==> config.mk <==
export PLATFORM = sky130hd
export DESIGN_NAME = seq_bit_serializer
export DESIGN_NICKNAME = d
export VERILOG_FILES = /design/src/rtl/seq_pkg.sv /design/src/rtl/seq_bit_serializer.sv
export SDC_FILE = /design/constraint.sdc
export NUM_CORES = 1
export LEC_CHECK = 0
export CELL_PAD_IN_SITES_DETAIL_PLACEMENT = 0
export CELL_PAD_IN_SITES_GLOBAL_PLACEMENT = 2
export CORE_MARGIN = 5
export CORE_UTILIZATION = 35
export CTS_CLUSTER_SIZE = 24
export DETAILED_ROUTE_END_ITERATION = 8
export GPL_ROUTABILITY_DRIVEN = 0
export MAX_ROUTING_LAYER = met4
export PLACE_DENSITY_LB_ADDON = 0.1
export SYNTH_ARGS = -nofsm -noshare
export SYNTH_HDL_FRONTEND = slang
export SYNTH_SLANG_ARGS = --single-unit
export TNS_END_PERCENT = 5
==> constraint.sdc <==
create_clock -name clk -period 4.35 [get_ports clk]
set_clock_uncertainty 0.2 [all_clocks]
set_input_delay 0.435 -clock clk [delete_from_list [all_inputs] [get_ports clk]]
set_output_delay 0.435 -clock clk [all_outputs]
set_load 0.1 [all_outputs]
==> src/rtl/seq_pkg.sv <==
// Shared types and defaults for the serializer / sequence detector pair.
// Holds the FSM state encoding and the default word width and gap length.
package seq_pkg;

  typedef enum logic [1:0] {
    ST_IDLE  = 2'd0,
    ST_SHIFT = 2'd1,
    ST_GAP   = 2'd2
  } seq_state_t;

  localparam int SEQ_WIDTH   = 8;
  localparam int SEQ_GAP     = 0;
  localparam int SEQ_GAP_MAX = 15;

endpackage

==> src/rtl/seq_bit_serializer.sv <==
// Word-to-bit serializer with a hold register in front of the shifter.
// Ports: clk, reset (async, active-high); in_data/in_valid/in_ready
// word input; flush (sync abort); seq/valid serial out; busy status.
module seq_bit_serializer
  import seq_pkg::*;
#(
  parameter int WIDTH      = SEQ_WIDTH,
  parameter int MSB_FIRST  = 1,
  parameter int GAP_CYCLES = SEQ_GAP
) (
  input  logic             clk,
  input  logic             reset,
  input  logic [WIDTH-1:0] in_data,
  input  logic             in_valid,
  output logic             in_ready,
  input  logic             flush,
  output logic             seq,
  output logic             valid,
  output logic             busy
);

  localparam int CW = $clog2(WIDTH);
  localparam logic [CW-1:0] LAST = CW'(WIDTH - 1);
  localparam int GL = (GAP_CYCLES > 0) ? GAP_CYCLES - 1 : 0;
  localparam logic [3:0] GLAST = 4'(GL);

  seq_state_t       state;
  logic [WIDTH-1:0] hold_q;
  logic             hold_full;
  logic [WIDTH-1:0] shreg;
  logic [WIDTH-1:0] shifted;
  logic [CW-1:0]    cnt;
  logic [3:0]       gcnt;
  logic             accept;
  logic             load;
  logic             last_bit;
  logic             gap_done;
  logic             out_bit;

  assign in_ready = !hold_full && !flush;
  assign accept   = in_valid && in_ready;
  assign last_bit = (state == ST_SHIFT) && (cnt == LAST);
  assign gap_done = (state == ST_GAP) && (gcnt == 4'd0);

  // Refill the shifter whenever the current word (and its gap) is done.
  assign load = hold_full &&
                ((state == ST_IDLE) ||
                 (last_bit && (GAP_CYCLES == 0)) ||
                 gap_done);

  assign shifted = (MSB_FIRST != 0) ?
                   {shreg[WIDTH-2:0], 1'b0} :
                   {1'b0, shreg[WIDTH-1:1]};
  assign out_bit = (MSB_FIRST != 0) ? shreg[WIDTH-1] : shreg[0];

  assign valid = (state == ST_SHIFT);
  assign seq   = valid && out_bit;
  assign busy  = hold_full || (state != ST_IDLE);

  always_ff @(posedge clk or posedge reset) begin
    if (reset) begin
      state     <= ST_IDLE;
      hold_q    <= '0;
      hold_full <= 1'b0;
      shreg     <= '0;
      cnt       <= '0;
      gcnt      <= '0;
    end else if (flush) begin
      state     <= ST_IDLE;
      hold_q    <= '0;
      hold_full <= 1'b0;
      shreg     <= '0;
      cnt       <= '0;
      gcnt      <= '0;
    end else begin
      // accept needs an empty hold, load a full one: never both
      if (accept) begin
        hold_q    <= in_data;
        hold_full <= 1'b1;
      end else if (load) begin
        hold_full <= 1'b0;
      end
      if (load) begin
        shreg <= hold_q;
        cnt   <= '0;
        state <= ST_SHIFT;
      end else begin
        unique case (1'b1)
          (state == ST_SHIFT): begin
            shreg <= shifted;
            if (!last_bit) begin
              cnt <= cnt + 1'b1;
            end else if (GAP_CYCLES > 0) begin
              state <= ST_GAP;
              gcnt  <= GLAST;
            end else begin
              state <= ST_IDLE;
            end
          end
          (state == ST_GAP): begin
            if (gap_done) state <= ST_IDLE;
            else gcnt <= gcnt - 1'b1;
          end
          default: ;
        endcase
      end
    end
  end

endmodule

==> impl_results.md <==
- Worst skew pair latency: between 0.3 and 0.4 ns
- Sw frac: 0.3028
- Global route overflow: 0
- Max-cap violation count: 0
- Avg WL per Cell: 14.58 um
- H-Tree Depth: 1
- Synth-to-layout area growth: 17.57%
- Vias per cell: 5.144
- Net Sw Power: 113.4 uW
- Diode count: 0
- Min Tclk post-route: 2.862 ns
- Combinational Power Share: 0.175
- Status: complete, no violations
- Number of buffers created by CTS: 3
- Hold buffers post-CTS: 0
- Fill cells: roughly 280
- WS Path Type: reg -> out
- Final antenna-violating net count: 0
- Synth cell types: 22
- Synth Warn #: 0
- Slew Viols, Final: 0
- Layout cell share with drive strength beyond 1: 0.09259
- Rows: 19
- Sequential Power Share: 0.563
- Multi-input gate area: between 400 and 500 um^2
- Tcrit/Tclk final: 0.6579
- TritonCTS clock tree: yes
- Seq. cell area: 525.5 um^2
- Core footprint: 2734 um^2
- Initial antenna violation count: 0
- Crit path launch type: register
- Clk pwr share: 0.263
- DRC viols: 0
- Chip Height: approximately 63 um
- Total number of vias: just over 700
- Hold Crit Class: reg -> reg
- Cts repair resizes: 0
- # clock sinks: 21
- Vias in the first global route: just over 700
- Post-route setup TNS: 0 ns
- Clk root buf: clkbuf_4
- Unrepaired setup endpoints after global routing: no
- Int Pwr: 261.0 uW
- Slew of the pin with the lowest slew margin: 0.9638 ns
- Detailed Route Iter0 Violations: 17
- Max Root-Sink Buffers: 2
- Initial core utilization: 0.3620
- Synth Cell Area: 989.7 um^2
- Die width: approximately 63 um
- DRT Wirelength: 2.026 mm
- Setup repair bufs after CTS: 0
- PwrDens: around 320 nW/um^2
- PortBufs: 15
- Post-synthesis area per instance: 10.42 um^2
- Peak supply drop: approximately 0.00016 V
- Mapped Nets: 109
- Crit end category: output port
- Max FO, Critical Path: 14
- Synth Register Bits: 21
- Crit path DAT: 2.23 ns
- Final nets: 123
- Die area: 3991 um^2
- Fin. Hold Viols: 0
- GRT Total Usage: 0.1156
- Peak Freq: 349.4 MHz
- Largest net degree at the start of global routing: 22
- Static Leak: 0.5247 nW
- Clock edge transition at the registers on the reported setup and hold paths: 0.12 ns
- Final hold slack: 0.3217 ns
- Detailed placer's ending HPWL: 1.372 mm
- Top-Level Pins: 16
- Sequential share of the synthesized area: 0.5310
- First-pass GRT wire length: 3.505 mm
- Req. time, crit path: 3.71 ns
- First-pass DRT Iterations: 4
- Final Setup Violations: 0
- Cells after synthesis: 95
- Slew headroom: 0.3554
## area by class of cell
cell class,instances,area share
multi-input cells,66,0.3581
flip-flops and latches,21,0.4516
clock inverters,1,0.004301
repair buffers,15,0.1269
inverters,2,0.006452
clock buffers,3,0.01935
well taps,31,0.03333
## metal layers
| metal | global-route usage | routed length (um) | vias up |
|---|---|---|---|
| met5 | - | 0 | - |
| met4 | 0.05455 | 39 | 0 |
| met3 | 0.03552 | 102 | 4 |
| met2 | 0.1654 | 854 | 14 |
| met1 | 0.1487 | 1030 | 343 |
| li1 | - | - | 354 |
## Yosys cell counts
master	count	share of area
dfrtp_1	21	0.53
nand2_1	19	0.072
a21oi_1	12	0.061
and2_1	8	0.051
a221o_1	7	0.071
nor2_1	4	0.015
buf_2	2	0.010
buf_6	2	0.023
clkbuf_1	2	0.0076
ha_1	2	0.025
inv_1	2	0.0076
nand2b_1	2	0.013
nor2b_1	2	0.013
or3b_1	2	0.018
a211oi_2	1	0.013
mux2_2	1	0.011
mux2i_1	1	0.010
nand3_1	1	0.0051
nor2b_4	1	0.014
nor3_1	1	0.0051
nor3b_4	1	0.019
or2_2	1	0.0063
## flip-flops by register name, summed over array words and instances, names as in the netlist
| name | cells |
|---|---|
| cnt | 3 |
| hold_full | 1 |
| hold_q | 8 |
| shreg | 8 |
| state | 1 |
## worst paths after layout
check                           slack (ns)        to       from  cells past startpoint
worst max-delay path                  1.49      busy  hold_full                      2
worst min-delay path                  0.32  shreg[3]  hold_q[3]                      1
worst max register to register        2.49  shreg[2]     cnt[0]                      4
worst min register to register        0.32  shreg[3]  hold_q[3]                      1
max in group asynchronous             3.08    cnt[2]      reset                      2
min in group asynchronous             0.37  state[0]      reset                      2
## critical path, stage by stage, from the launching register on
cell and delay (ns):
dfrtp_1 0.62, or2_2 0.18, clkdlybuf4s50_1 1.12
## cell families (layout without fill, tap and decap cells)
group,after synthesis,count (layout),synth area share
and+or+nand+nor,42,42,0.2301
DFF,21,21,0.5310
AOI/OAI and AO/OA,20,20,0.1441
buffers and inverters,8,21,0.04804
adders and majority gates,2,2,0.02528
muxes,2,2,0.02149
## layout by cell type (no fill, tap or decap)
master / count
and2_1: 8
buf_4: 1
clkinv_2: 1
nand3_1: 1
a221o_1: 7
dfrtp_1: 21
or2_2: 1
nor2b_1: 2
nor3_1: 1
nor2_1: 4
mux2_2: 1
a21oi_1: 12
ha_1: 2
clkbuf_4: 3
inv_1: 2
nand2_1: 19
a211oi_2: 1
clkdlybuf4s50_1: 14
mux2i_1: 1
nand2b_1: 2
nor3b_4: 1
or3b_1: 2
nor2b_4: 1
## power groups by stage
stage	clock, mW	combinational (mW)	sequential (mW)
floorplan	0	0.0451	0.216
global placement	0	0.0658	0.215
detailed placement	0	0.0663	0.215
CTS	0.100	0.0664	0.211
global route	0.107	0.0714	0.213
finish	0.0983	0.0653	0.211
## metrics by stage
step / utilization / cells / cell area, um^2 / total power, mW / setup WS (ns)
3_5_place_dp: 0.4156 / 135 / 1136 / 0.2810 / 1.826
4_1_cts: 0.4256 / 139 / 1164 / 0.3776 / 1.473
2_1_floorplan: - / 95 / 989.7 / 0.2613 / 1.652
5_1_grt: 0.4256 / 139 / 1164 / 0.3907 / 1.406
3_3_place_gp: 0.4156 / 135 / 1136 / 0.2805 / 1.830
6_report: 0.4256 / 139 / 1164 / 0.3743 / 1.488
(Power assumes the default switching activity.)
